**config.mk**
```make
export PLATFORM = sky130hd
export DESIGN_NAME = page_window_bridge_flat
export DESIGN_NICKNAME = d
export VERILOG_FILES = /design/src/rtl/page_window_bridge_pkg.sv /design/src/rtl/page_window_bridge_if.sv /design/src/rtl/page_window_bridge_counter.sv /design/src/rtl/page_window_bridge.sv /design/src/flat_wrapper.sv
export SDC_FILE = /design/constraint.sdc
export NUM_CORES = 1
export LEC_CHECK = 0
export BUFFER_PORTS_ARGS = -buffer_cell sky130_fd_sc_hd__buf_4
export CORE_AREA = 4 4 119 121
export DETAILED_ROUTE_END_ITERATION = 12
export DIE_AREA = 0 0 123 125
export REMOVE_ABC_BUFFERS = 1
export SLEW_MARGIN = 20
export SYNTH_ARGS = -nofsm -noshare
export SYNTH_HDL_FRONTEND = slang
export SYNTH_SLANG_ARGS = --single-unit
```
**constraint.sdc**
```tcl
create_clock -name clock -period 3.93 [get_ports clock]
set_input_delay 0.1965 -clock clock [delete_from_list [all_inputs] [get_ports clock]]
set_output_delay 0.1965 -clock clock [all_outputs]
set_load 0.02 [all_outputs]
```
**src/rtl/page_window_bridge_pkg.sv**
```systemverilog
// Shared definitions for the page window bridge: FSM states, the trap data word
// and the paged address composer.
package page_pkg;

    typedef enum logic [2:0] {
        IDLE,
        RD_CMD,
        RD_DATA,
        WR,
        ERR_RD,
        ERR_WR
    } pwb_state_t;

    localparam logic [15:0] DEAD_WORD = 16'hDEAD;

    // Page sits directly above the window offset; callers truncate to their width.
    function automatic logic [63:0] page_addr(input logic [31:0] page,
                                              input logic [63:0] offset,
                                              input int          aw);
        return (64'(page) << aw) | offset;
    endfunction

endpackage

```
**src/rtl/page_window_bridge_if.sv**
```systemverilog
// Avalon-MM burst port bundle used on both sides of the page window bridge.
interface avmm_if #(
    parameter int AW  = 16,
    parameter int DW  = 64,
    parameter int BCW = 4
);
    logic [AW-1:0]  address;
    logic [BCW-1:0] burstcount;
    logic           read;
    logic           write;
    logic [DW-1:0]  writedata;
    logic [DW-1:0]  readdata;
    logic           readdatavalid;
    logic           waitrequest;

    modport master (
        output address, burstcount, read, write, writedata,
        input  readdata, readdatavalid, waitrequest
    );

    modport slave (
        input  address, burstcount, read, write, writedata,
        output readdata, readdatavalid, waitrequest
    );
endinterface

```
**src/rtl/page_window_bridge_counter.sv**
```systemverilog
// Beat counter shared by every data-phase state; holds the latched burst length
// and flags the final beat.
module page_beat_counter #(
    parameter int BCW = 4
) (
    input  logic           clock,
    input  logic           reset,
    input  logic           load,
    input  logic [BCW-1:0] load_len,
    input  logic           inc,
    output logic [BCW-1:0] len,
    output logic           last
);
    logic [BCW-1:0] cnt;

    always_ff @(posedge clock) begin
        if (reset) begin
            cnt <= '0;
            len <= '0;
        end else if (load) begin
            cnt <= '0;
            len <= load_len;
        end else if (inc) begin
            cnt <= cnt + BCW'(1);
        end
    end

    assign last = (cnt == len - BCW'(1));
endmodule

```
**src/rtl/page_window_bridge.sv**
```systemverilog
// Maps the narrow window slave port onto the paged memory space, one burst
// outstanding; transactions to pages beyond PAGE_COUNT are answered locally.
module page_window_bridge
    import page_pkg::*;
#(
    parameter int AW         = 16,
    parameter int DW         = 64,
    parameter int MAX_BURST  = 8,
    parameter int PAGE_COUNT = 4,
    parameter int PCW        = $clog2(PAGE_COUNT),
    parameter int BCW        = $clog2(MAX_BURST) + 1,
    parameter int MAW        = PCW + AW
) (
    input  logic           clock,
    input  logic           reset,
    input  logic [PCW-1:0] page_number,
    avmm_if.slave          bus,
    avmm_if.master         mem,
    output logic           busy,
    output logic           page_err
);
    pwb_state_t     state, state_nxt;
    logic [AW-1:0]  a_lat;
    logic [PCW-1:0] p_lat;
    logic [BCW-1:0] b_lat;
    logic           err_started;
    logic           cnt_load, cnt_inc, cnt_last;
    logic           req, req_bad;
    logic [BCW-1:0] req_len;

    assign req     = bus.read | bus.write;
    assign req_bad = int'(page_number) >= PAGE_COUNT;
    assign req_len = (bus.burstcount == '0) ? BCW'(1) : bus.burstcount;
    assign busy    = (state != IDLE);

    page_beat_counter #(.BCW(BCW)) u_counter (
        .clock    (clock),
        .reset    (reset),
        .load     (cnt_load),
        .load_len (req_len),
        .inc      (cnt_inc),
        .len      (b_lat),
        .last     (cnt_last)
    );

    always_comb begin
        state_nxt         = state;
        cnt_load          = 1'b0;
        cnt_inc           = 1'b0;
        bus.waitrequest   = 1'b1;
        bus.readdata      = '0;
        bus.readdatavalid = 1'b0;
        mem.read          = 1'b0;
        mem.write         = 1'b0;
        mem.address       = MAW'(page_addr(32'(p_lat), 64'(a_lat), AW));
        mem.burstcount    = b_lat;
        mem.writedata     = bus.writedata;
        case (state)
            IDLE: begin
                if (req) begin
                    cnt_load = 1'b1;
                    if (req_bad) state_nxt = bus.write ? ERR_WR : ERR_RD;
                    else         state_nxt = bus.write ? WR : RD_CMD;
                end
            end
            RD_CMD: begin
                mem.read        = 1'b1;
                bus.waitrequest = mem.waitrequest;
                if (!mem.waitrequest) state_nxt = RD_DATA;
            end
            RD_DATA: begin
                bus.readdata      = mem.readdata;
                bus.readdatavalid = mem.readdatavalid;
                if (mem.readdatavalid) begin
                    cnt_inc = 1'b1;
                    if (cnt_last) state_nxt = IDLE;
                end
            end
            WR: begin
                mem.write       = bus.write;
                bus.waitrequest = mem.waitrequest;
                if (bus.write && !mem.waitrequest) begin
                    cnt_inc = 1'b1;
                    if (cnt_last) state_nxt = IDLE;
                end
            end
            // First cycle releases the command, later cycles stream trap words.
            ERR_RD: begin
                if (!err_started) begin
                    bus.waitrequest = 1'b0;
                end else begin
                    bus.readdatavalid = 1'b1;
                    bus.readdata      = DW'(DEAD_WORD);
                    cnt_inc           = 1'b1;
                    if (cnt_last) state_nxt = IDLE;
                end
            end
            ERR_WR: begin
                bus.waitrequest = 1'b0;
                if (bus.write) begin
                    cnt_inc = 1'b1;
                    if (cnt_last) state_nxt = IDLE;
                end
            end
            default: state_nxt = IDLE;
        endcase
    end

    always_ff @(posedge clock) begin
        if (reset) begin
            state       <= IDLE;
            a_lat       <= '0;
            p_lat       <= '0;
            page_err    <= 1'b0;
            err_started <= 1'b0;
        end else begin
            state       <= state_nxt;
            page_err    <= 1'b0;
            err_started <= (state == ERR_RD) && (state_nxt == ERR_RD);
            if (state == IDLE && req) begin
                a_lat    <= bus.address;
                p_lat    <= page_number;
                page_err <= req_bad;
            end
        end
    end
endmodule

```
**src/flat_wrapper.sv**
```systemverilog
// flat-port wrapper written by rule: the top's interface ports become plain ports
module page_window_bridge_flat import page_pkg::*;
#(
    parameter int AW         = 16,
    parameter int DW         = 64,
    parameter int MAX_BURST  = 8,
    parameter int PAGE_COUNT = 4,
    parameter int PCW        = $clog2(PAGE_COUNT),
    parameter int BCW        = $clog2(MAX_BURST) + 1,
    parameter int MAW        = PCW + AW
)
  (clock, reset, page_number, busy, page_err, bus_address, bus_burstcount, bus_read, bus_write, bus_writedata, bus_readdata, bus_readdatavalid, bus_waitrequest, mem_address, mem_burstcount, mem_read, mem_write, mem_writedata, mem_readdata, mem_readdatavalid, mem_waitrequest);
  avmm_if #(.AW(AW), .DW(DW), .BCW(BCW)) bus_i ();
  avmm_if #(.AW(AW), .DW(DW), .BCW(BCW)) mem_i ();
  input  logic clock;
  input  logic reset;
  input  logic [PCW-1:0] page_number;
  output logic busy;
  output logic page_err;
  input wire logic [$bits(bus_i.address)-1:0] bus_address;
  input wire logic [$bits(bus_i.burstcount)-1:0] bus_burstcount;
  input wire logic [$bits(bus_i.read)-1:0] bus_read;
  input wire logic [$bits(bus_i.write)-1:0] bus_write;
  input wire logic [$bits(bus_i.writedata)-1:0] bus_writedata;
  output wire logic [$bits(bus_i.readdata)-1:0] bus_readdata;
  output wire logic [$bits(bus_i.readdatavalid)-1:0] bus_readdatavalid;
  output wire logic [$bits(bus_i.waitrequest)-1:0] bus_waitrequest;
  output wire logic [$bits(mem_i.address)-1:0] mem_address;
  output wire logic [$bits(mem_i.burstcount)-1:0] mem_burstcount;
  output wire logic [$bits(mem_i.read)-1:0] mem_read;
  output wire logic [$bits(mem_i.write)-1:0] mem_write;
  output wire logic [$bits(mem_i.writedata)-1:0] mem_writedata;
  input wire logic [$bits(mem_i.readdata)-1:0] mem_readdata;
  input wire logic [$bits(mem_i.readdatavalid)-1:0] mem_readdatavalid;
  input wire logic [$bits(mem_i.waitrequest)-1:0] mem_waitrequest;
  assign bus_i.address = bus_address;
  assign bus_i.burstcount = bus_burstcount;
  assign bus_i.read = bus_read;
  assign bus_i.write = bus_write;
  assign bus_i.writedata = bus_writedata;
  assign bus_readdata = bus_i.readdata;
  assign bus_readdatavalid = bus_i.readdatavalid;
  assign bus_waitrequest = bus_i.waitrequest;
  assign mem_address = mem_i.address;
  assign mem_burstcount = mem_i.burstcount;
  assign mem_read = mem_i.read;
  assign mem_write = mem_i.write;
  assign mem_writedata = mem_i.writedata;
  assign mem_i.readdata = mem_readdata;
  assign mem_i.readdatavalid = mem_readdatavalid;
  assign mem_i.waitrequest = mem_waitrequest;
  page_window_bridge #(.AW(AW), .DW(DW), .MAX_BURST(MAX_BURST), .PAGE_COUNT(PAGE_COUNT), .PCW(PCW), .BCW(BCW), .MAW(MAW)) u_core (.clock(clock), .reset(reset), .page_number(page_number), .bus(bus_i), .mem(mem_i), .busy(busy), .page_err(page_err));
endmodule
```
==> key figures, run 1 <==
Run status
  • Run status: finished, final reports clean

Clock tree
  • CTS sink count: 28
  • Worst-case clock buffer depth: 2
  • Worst-path clk slew: 0.07 ns
  • Hold_buf cts: 0
  • CTS Buf Count: 3
  • CTS root buf: clkbuf_16
  • Clock Latency Late Sink: 0.26 ns
  • CTS tree: done
  • H-tree depth: 1
  • Setup Buffers After CTS: 0
  • Post_cts resized: 0

Worst setup path
  • Data required, critical path: 3.73 ns
  • CP Max Fanout: 12
  • Critical path's slowest cell: nor2_1
  • Crit path to: bus_readdata[14]
  • Cell chain of the critical path: nand2b_1 -> nor2_1 -> a21o_1 -> buf_4
  • R2R depth: 4
  • Reg2reg end: u_core.u_counter.len[0]
  • Reg2reg setup slack: 1.90 ns
  • Slowest stage delay, CP: 0.60 ns
  • Launch point of the worst reg-to-reg path: u_core.state[2]
  • WS Path Type: flop to primary output
  • Crit. End Element: primary output
  • CP startpoint: u_core.state[2]
  • CP Data Arrival Time: 1.89 ns
  • Critical path startpoint category: flop

Drt
  • Drt wl/cell: 23.0 um
  • Detailed-route DRC error count: 0
  • Routed WL: 13400 um
  • Vias: 2493
  • Antenna Nets Post-Route: 0
  • Initial drt markers: 80
  • Drt pass-1 iters: 4
  • Routed vias/inst: 4.28

Placement
  • RD Place Congestion: 0.781
  • HPWL Detailed: 11100 um
  • I/O Buffers: 178
  • Post-DP Area: 0.00329 sq mm

Global route
  • Largest net degree at the start of global routing: 66
  • Global-route wire length before repair: 17100 um
  • GRT Overall Usage: 15.7%
  • Grt ovf: 0
  • Initial antenna violation count: 0
  • Vias in the first global route: 2267

Floorplanning
  • Die area: 0.0154 sq mm
  • Die height: 125 um
  • Ports: 310
  • Die X: 123 um
  • Total core area: 0.0131 sq mm
  • Row Count: 42
  • Initial cell density of the core: 17.6%

STA
  • Tmin final: 2.08 ns
  • Final setup TNS: 0 ns
  • RSZ-0062 raised after global routing: no
  • # setup viols final: 0
  • Final slew viol count: 0
  • Min Hold Slack: 0.183 ns
  • Fin. Hold Viols: 0
  • Clock Skews: 0.00245 ns
  • Slew margin rel.: 37.9%
  • Fin crit share: 53.0%
  • Actual slew at the worst max-slew pin: 0.931 ns
  • Fmax: 480 MHz

Synth
  • Seq/Total Area, Yosys: 24.3%
  • Post-Synthesis Cells: 307
  • Count leader, synth: buf_4
  • Top_reg_cell synth: dfxtp_1
  • Syn avg cell area: 7.50 sq um
  • Mapped Area: 0.00230 sq mm
  • EDFF count, synth: 0
  • Top post-synthesis cells by area: dfxtp_1, buf_4, and2_1
  • Synth Register Bits: 28
  • Post-synth cell types: 40
  • Yosys top cell by area: dfxtp_1
  • Yosys top cell area share: 24.3%
  • Synth warn: 0
  • Commonest cells in the synthesized netlist: buf_4, and2_1, nand2_1
  • Post-synth ARST share: 0%

Finish
  • # nets final: 566
  • Area Overhead vs Synth: 46.8%
  • N_diodes: 0
  • Ratio of cells with drive above 1 in the final layout: 46.6%
  • Final Cell Area: 0.00338 sq mm

Power and ir drop
  • Leakage power: 1.71 nW
  • Maximum VDD drop: 0.191 mV
  • Power Dens Cells: 423 mW/mm^2
  • Total power draw: 1.43 mW

Hold path
  • Hold Crit Depth: 3
  • Worst Hold Class: input port to flop

Job
  • MaxCap Viol Count: 0
per-stage QoR:
step,util (%),cells,setup slack [ns]
2_1_floorplan,-,223,1.38
4_1_cts,25.7,581,1.47
3_3_place_gp,25.1,578,1.86
5_1_grt,25.8,582,1.71
3_5_place_dp,25.1,578,1.77
6_report,25.8,582,1.85
worst min path at each step:
stage	start	to	slack [ns]
detailed placement	bus_writedata[58]	mem_writedata[58]	0.39
global placement	bus_writedata[58]	mem_writedata[58]	0.39
CTS	bus_address[7]	u_core.a_lat[7]	0.18
floorplan	reset	u_core.u_counter.len[0]	0.26
finish	bus_address[3]	u_core.a_lat[3]	0.18
global route	bus_address[7]	u_core.a_lat[7]	0.18
metal layers:
layer | GRT usage, % | vias up | part of all wire, %
li1 | - | 1123 | -
met1 | 14.4 | 1098 | 31
met2 | 24.2 | 256 | 43
met3 | 16.8 | 12 | 24
met4 | 1.56 | 4 | 0.60
met5 | 6.91 | - | 0.68
registers in the layout, indices dropped and copies added (netlist names):
| register | count |
|---|---|
| u_core.a_lat | 16 |
| u_core.u_counter.cnt | 4 |
| u_core.err_started | 1 |
| u_core.state | 3 |
| u_core.u_counter.len | 4 |
layout make-up:
class	instances	area, sq um
Clock buffer	3	75.1
Fill cell	1420	9700
Inverter	4	15.0
Multi-Input combinational cell	191	1150
Sequential cell	28	561
Tap cell	176	220
Timing Repair Buffer	180	1360
cells in the final DEF, fill, tap and decap left out, types with 3 or more instances in the layout:
| master | n |
|---|---|
| a21oi_1 | 22 |
| nor2_1 | 9 |
| inv_1 | 4 |
| dfxtp_1 | 28 |
| a21o_1 | 12 |
| nor3_1 | 5 |
| nand3b_1 | 4 |
| buf_4 | 179 |
| nand2b_1 | 5 |
| clkbuf_16 | 3 |
| nand3_1 | 3 |
| nand2_1 | 41 |
| and2_1 | 54 |
worst max-delay path: cells and delay by family (launching register included):
kind	cells	cell delay (ns)
DFF	1	0.56
buffers and inverters	1	0.14
AOI/OAI and AO/OA	1	0.16
and+or+nand+nor	2	0.77
power by group:
group / switching, mW / internal [mW]
combinational: 0.463 / 0.374
sequential: 0.0423 / 0.324
clock: 0.0916 / 0.135
total: 0.597 / 0.833
cells by family (layout without fill, tap and decap cells):
family                     count (synthesis)  in the layout  synth area share (%)
adders and majority gates                  2              2                  1.09
DFF                                       28             28                  24.3
muxes                                      2              2                 0.869
and+or+nand+nor                          134            134                  31.3
buffers and inverters                     88            187                  26.2
other                                      1              1                 0.163
xor gates and xnor gates                   5              5                  2.50
AOI/OAI and AO/OA                         47             47                  13.5
No activity file was read; power rests on OpenSTA's default activity.
==> run 2: changes to the inputs <==
Settings changed: CORE_AREA 4 4 119 121 to 4 4 120 122, DIE_AREA 0 0 123 125 to 0 0 124 126.
Clock period 3.93 ns to 1.95 ns, I/O delays scaled along.
==> key figures, run 2 (synthesis results as in run 1) <==
Placement
  • I/O Buffers: 178
  • RD Place Congestion: 0.815
  • HPWL Detailed: 11900 um
  • Post-DP Area: 0.00334 sq mm

Worst setup path
  • Critical path's slowest cell: dfxtp_1
  • Slowest stage delay, CP: 0.53 ns
  • Critical path startpoint category: flop
  • CP Data Arrival Time: 1.71 ns
  • Data required, critical path: 1.85 ns
  • Reg2reg end: u_core.a_lat[12]
  • R2R depth: 5
  • Launch point of the worst reg-to-reg path: u_core.state[1]
  • Reg2reg setup slack: 0.20 ns
  • CP Max Fanout: 65
  • Crit. End Element: primary output
  • Cell chain of the critical path: nand2b_1 -> nor2_4 -> buf_12 -> and2_1 -> buf_4
  • WS Path Type: flop to primary output

Drt
  • Drt pass-1 iters: 4
  • Vias: 2539
  • Antenna Nets Post-Route: 0
  • Detailed-route DRC error count: 0
  • Drt wl/cell: 23.9 um
  • Routed vias/inst: 4.33
  • Routed WL: 14000 um
  • Initial drt markers: 70

Finish
  • Most frequent cells in the layout: buf_4, and2_1, nand2_1
  • Final core occ: 25.9%
  • N_diodes: 0
  • Ratio of cells with drive above 1 in the final layout: 47.1%
  • Final Cell Area: 0.00341 sq mm
  • Max FFs per register: 16
  • Multi-input gate area: 0.00115 sq mm
  • Regs by FF count: u_core.a_lat x16, u_core.u_counter.cnt x4, u_core.u_counter.len x4
  • Largest reg by FF count: u_core.a_lat
  • Fillers: 1437
  • # nets final: 570
  • Register area: 561 sq um
  • Commonest non-fill, non-tap cell in the layout: buf_4
  • Area Overhead vs Synth: 48.1%

Clock tree
  • Hold_buf cts: 0
  • Clock Latency Late Sink: 0.26 ns
  • Worst-path clk slew: 0.07 ns
  • Post_cts resized: 0
  • Worst-case clock buffer depth: 2
  • Setup Buffers After CTS: 0
  • CTS Buf Count: 3
  • CTS tree: done
  • H-tree depth: 1
  • CTS sink count: 28
  • CTS root buf: clkbuf_16

Floorplanning
  • Row Count: 42
  • Initial cell density of the core: 17.5%
  • Total core area: 0.0132 sq mm
  • Die X: 124 um
  • Die height: 126 um
  • Ports: 310
  • Die area: 0.0156 sq mm

Power and ir drop
  • Power Dens Cells: 855 mW/mm^2
  • Maximum VDD drop: 0.416 mV
  • Leakage power: 1.73 nW

STA
  • Fin. Hold Viols: 0
  • Final slew viol count: 0
  • Fin crit share: 92.6%
  • RSZ-0062 raised after global routing: no
  • Final setup TNS: 0 ns
  • Clock Skews: 0.00413 ns
  • Fmax: 554 MHz
  • Tmin final: 1.81 ns
  • # setup viols final: 0

Global route
  • Vias in the first global route: 2479
  • Largest net degree at the start of global routing: 66
  • Global-route wire length before repair: 17900 um
  • GRT Overall Usage: 16.3%
  • Grt ovf: 0
  • Initial antenna violation count: 0

Run status
  • Run status: finished, final reports clean

Hold path
  • WHS Endpoint: u_core.a_lat[6]
  • Hold Crit Depth: 3
  • Critical hold path startpoint: bus_address[6]
  • Worst Hold Class: input port to flop

Job
  • MaxCap Viol Count: 0
==> run 2: changes by cell type in the layout (fill, tap and decap cells not counted), sizes merged <==
cell  before  now
buf      180  184
==> run 2: where the power goes <==
part	leakage [nW]	internal (mW)	switching, mW	total (mW)
Combinational	1.46	0.770	0.952	1.72
Clock	0.0370	0.273	0.200	0.473
Sequential	0.230	0.653	0.0678	0.720
Total	1.73	1.69	1.22	2.92
==> run 2: worst max-delay path, delay by kind of cell, from the launching register on <==
kind | cells | cell delay, ns
DFF | 1 | 0.53
buffers and inverters | 2 | 0.38
and+or+nand+nor | 3 | 0.52
==> run 2: final cells by class <==
class	count	area share, %
multi-input combinational	191	33.6
tap	176	6.46
timing repair buffer	184	40.9
sequential	28	16.4
clock buffer	3	2.20
inverter	4	0.440
==> run 2: how the worst max path moves through the flow <==
| stage | from | to | slack (ns) | cells after the start |
|---|---|---|---|---|
| detailed placement | u_core.state[1] | u_core.a_lat[12] | 0.22 | 5 |
| global route | u_core.state[1] | bus_readdata[17] | 0.03 | 5 |
| global placement | u_core.state[1] | u_core.a_lat[12] | 0.25 | 5 |
| floorplan | u_core.state[2] | bus_readdata[13] | -0.51 | 3 |
| finish | u_core.state[1] | bus_readdata[17] | 0.14 | 5 |
| CTS | u_core.state[1] | bus_readdata[17] | 0.13 | 5 |
==> run 2: layer usage <==
layer  vias up  wire length, um  GRT usage (%)
li1       1129                -              -
met5         -              229           11.2
met4         6              138           1.74
met1      1129             4350           14.7
met3        12             3210           17.2
met2       263             6090           25.3
==> run 2: through the flow <==
stage	worst slack [ns]	hold slack (ns)	instances	total power, mW
floorplan	-0.506	0.162	223	1.63
global placement	0.254	0.195	583	2.44
detailed placement	0.218	0.195	583	2.47
CTS	0.133	0.0774	586	2.94
global route	0.0348	0.0835	586	3.10
finish	0.145	0.0796	586	2.92
==> run 3: changes to the inputs <==
Settings changed: REMOVE_ABC_BUFFERS 1 to not set.
==> key figures, run 3 (synthesis results as in run 1) <==
Hold path
  • Critical hold path startpoint: bus_address[7]
  • Hold Crit Depth: 3
  • Worst Hold Class: input port to flop
  • WHS Endpoint: u_core.a_lat[7]

Clock tree
  • Setup Buffers After CTS: 0
  • Clock Latency Late Sink: 0.26 ns
  • CTS sink count: 28
  • CTS tree: done
  • Worst-path clk slew: 0.06 ns
  • Post_cts resized: 0
  • CTS Buf Count: 3
  • H-tree depth: 1
  • CTS root buf: clkbuf_16
  • Worst-case clock buffer depth: 2
  • Hold_buf cts: 0

Finish
  • Ratio of cells with drive above 1 in the final layout: 47.5%
  • Most frequent cells in the layout: buf_4, and2_1, nand2_1
  • Max FFs per register: 16
  • Largest reg by FF count: u_core.a_lat
  • Commonest non-fill, non-tap cell in the layout: buf_4
  • Area Overhead vs Synth: 49.3%
  • Regs by FF count: u_core.a_lat x16, u_core.u_counter.cnt x4, u_core.u_counter.len x4
  • Fillers: 1422
  • # nets final: 572
  • N_diodes: 0

Synth
  • Synth Net Count: 465

Global route
  • Vias in the first global route: 2344
  • Grt ovf: 0
  • Largest net degree at the start of global routing: 65
  • GRT Overall Usage: 10.6%
  • Global-route wire length before repair: 13300 um
  • Initial antenna violation count: 1

Worst setup path
  • Crit. End Element: primary output
  • CP Data Arrival Time: 1.70 ns
  • Reg2reg setup slack: 0.25 ns
  • Critical path startpoint category: flop
  • Reg2reg end: u_core.state[0]
  • WS Path Type: flop to primary output
  • Data required, critical path: 1.85 ns
  • Launch point of the worst reg-to-reg path: u_core.u_counter.len[0]
  • R2R depth: 6
  • CP Max Fanout: 64

Drt
  • Drt pass-1 iters: 4
  • Routed vias/inst: 3.87
  • Vias: 2278
  • Drt wl/cell: 15.4 um
  • Initial drt markers: 84
  • Detailed-route DRC error count: 0
  • Routed WL: 9070 um
  • Antenna Nets Post-Route: 0

Power and ir drop
  • Sequential fraction of design power: 23.9%
  • Power Dens Cells: 859 mW/mm^2
  • Maximum VDD drop: 0.352 mV
  • Leakage power: 1.75 nW
  • Int Pwr: 1.75 mW
  • Clock power frac: 16.8%
  • Net Sw Power: 1.20 mW
  • Comb pwr share: 59.3%
  • Switching share of power: 40.7%

Placement
  • Setup Slack @ Placement: 0.270 ns
  • I/O Buffers: 178
  • RD Place Congestion: 0.806
  • HPWL Detailed: 7700 um

STA
  • Tmin final: 1.79 ns
  • Final slew viol count: 0
  • Fin crit share: 92.0%
  • Fin. Hold Viols: 0
  • # setup viols final: 0
  • Fmax: 557 MHz
  • Fin worst setup slack: 0.156 ns
  • RSZ-0062 raised after global routing: no
  • Clock Skews: 0.00192 ns
  • Final setup TNS: 0 ns

Run status
  • Run status: finished, final reports clean

Floorplanning
  • Initial cell density of the core: 17.5%
  • Ports: 310
  • Row Count: 42
  • Die height: 126 um
  • Die X: 124 um
  • Total core area: 0.0132 sq mm
  • Die area: 0.0156 sq mm

Job
  • MaxCap Viol Count: 0
run 3: stage by stage:
step	power (mW)	hold WS [ns]	util (%)	area, sq um	cells
2_1_floorplan	1.92	0.233	-	2300	307
3_3_place_gp	2.47	0.195	25.4	3350	585
3_5_place_dp	2.49	0.195	25.4	3350	585
4_1_cts	3.00	0.0782	26.1	3440	589
5_1_grt	3.15	0.0832	26.1	3440	589
6_report	2.95	0.0833	26.1	3440	589
run 3: power by group through the flow:
stage                     Sequential (mW)  Clock (mW)  Combinational, mW
final                               0.706       0.496               1.75
after global routing                0.717       0.538               1.89
after CTS                           0.706       0.517               1.78
after detailed placement            0.718           0               1.77
after global placement              0.716           0               1.75
after floorplan                     0.792           0               1.13
run 3: metal layers:
metal | GRT usage [%] | vias to the layer above | wire length (um)
met3 | 4.30 | 33 | 948
met2 | 17.1 | 77 | 4410
met4 | 3.16 | 2 | 197
met1 | 12.9 | 1029 | 3500
met5 | 0 | - | 8
li1 | - | 1137 | -
run 3: worst max path at each step:
stage                             from  slack [ns]  depth (start not counted)              end
2_1_floorplan  u_core.u_counter.len[0]        0.27                          6  u_core.state[0]
3_3_place_gp   u_core.u_counter.len[0]        0.31                          6  u_core.state[0]
3_5_place_dp   u_core.u_counter.len[0]        0.27                          6  u_core.state[0]
4_1_cts                u_core.state[2]        0.13                          6  bus_readdata[9]
5_1_grt                u_core.state[2]        0.05                          6  bus_readdata[9]
6_report               u_core.state[2]        0.16                          6  bus_readdata[9]
run 3: critical path, cell delays in order (launching register included):
cell and delay, ns:
dfxtp_1 0.31, buf_4 0.16, nand2b_1 0.20, nor2_4 0.14, buf_12 0.23, a21o_1 0.21, buf_4 0.17
run 3: final cells by class:
type                    count  area (sq um)  share of cell area [%]
repair buffers            186          1410                    41.0
inverters                   4          15.0                   0.437
clock buffers               4          88.8                    2.58
well taps                 176           220                    6.40
multi-input cells         191          1150                    33.3
flip-flops and latches     28           561                    16.3
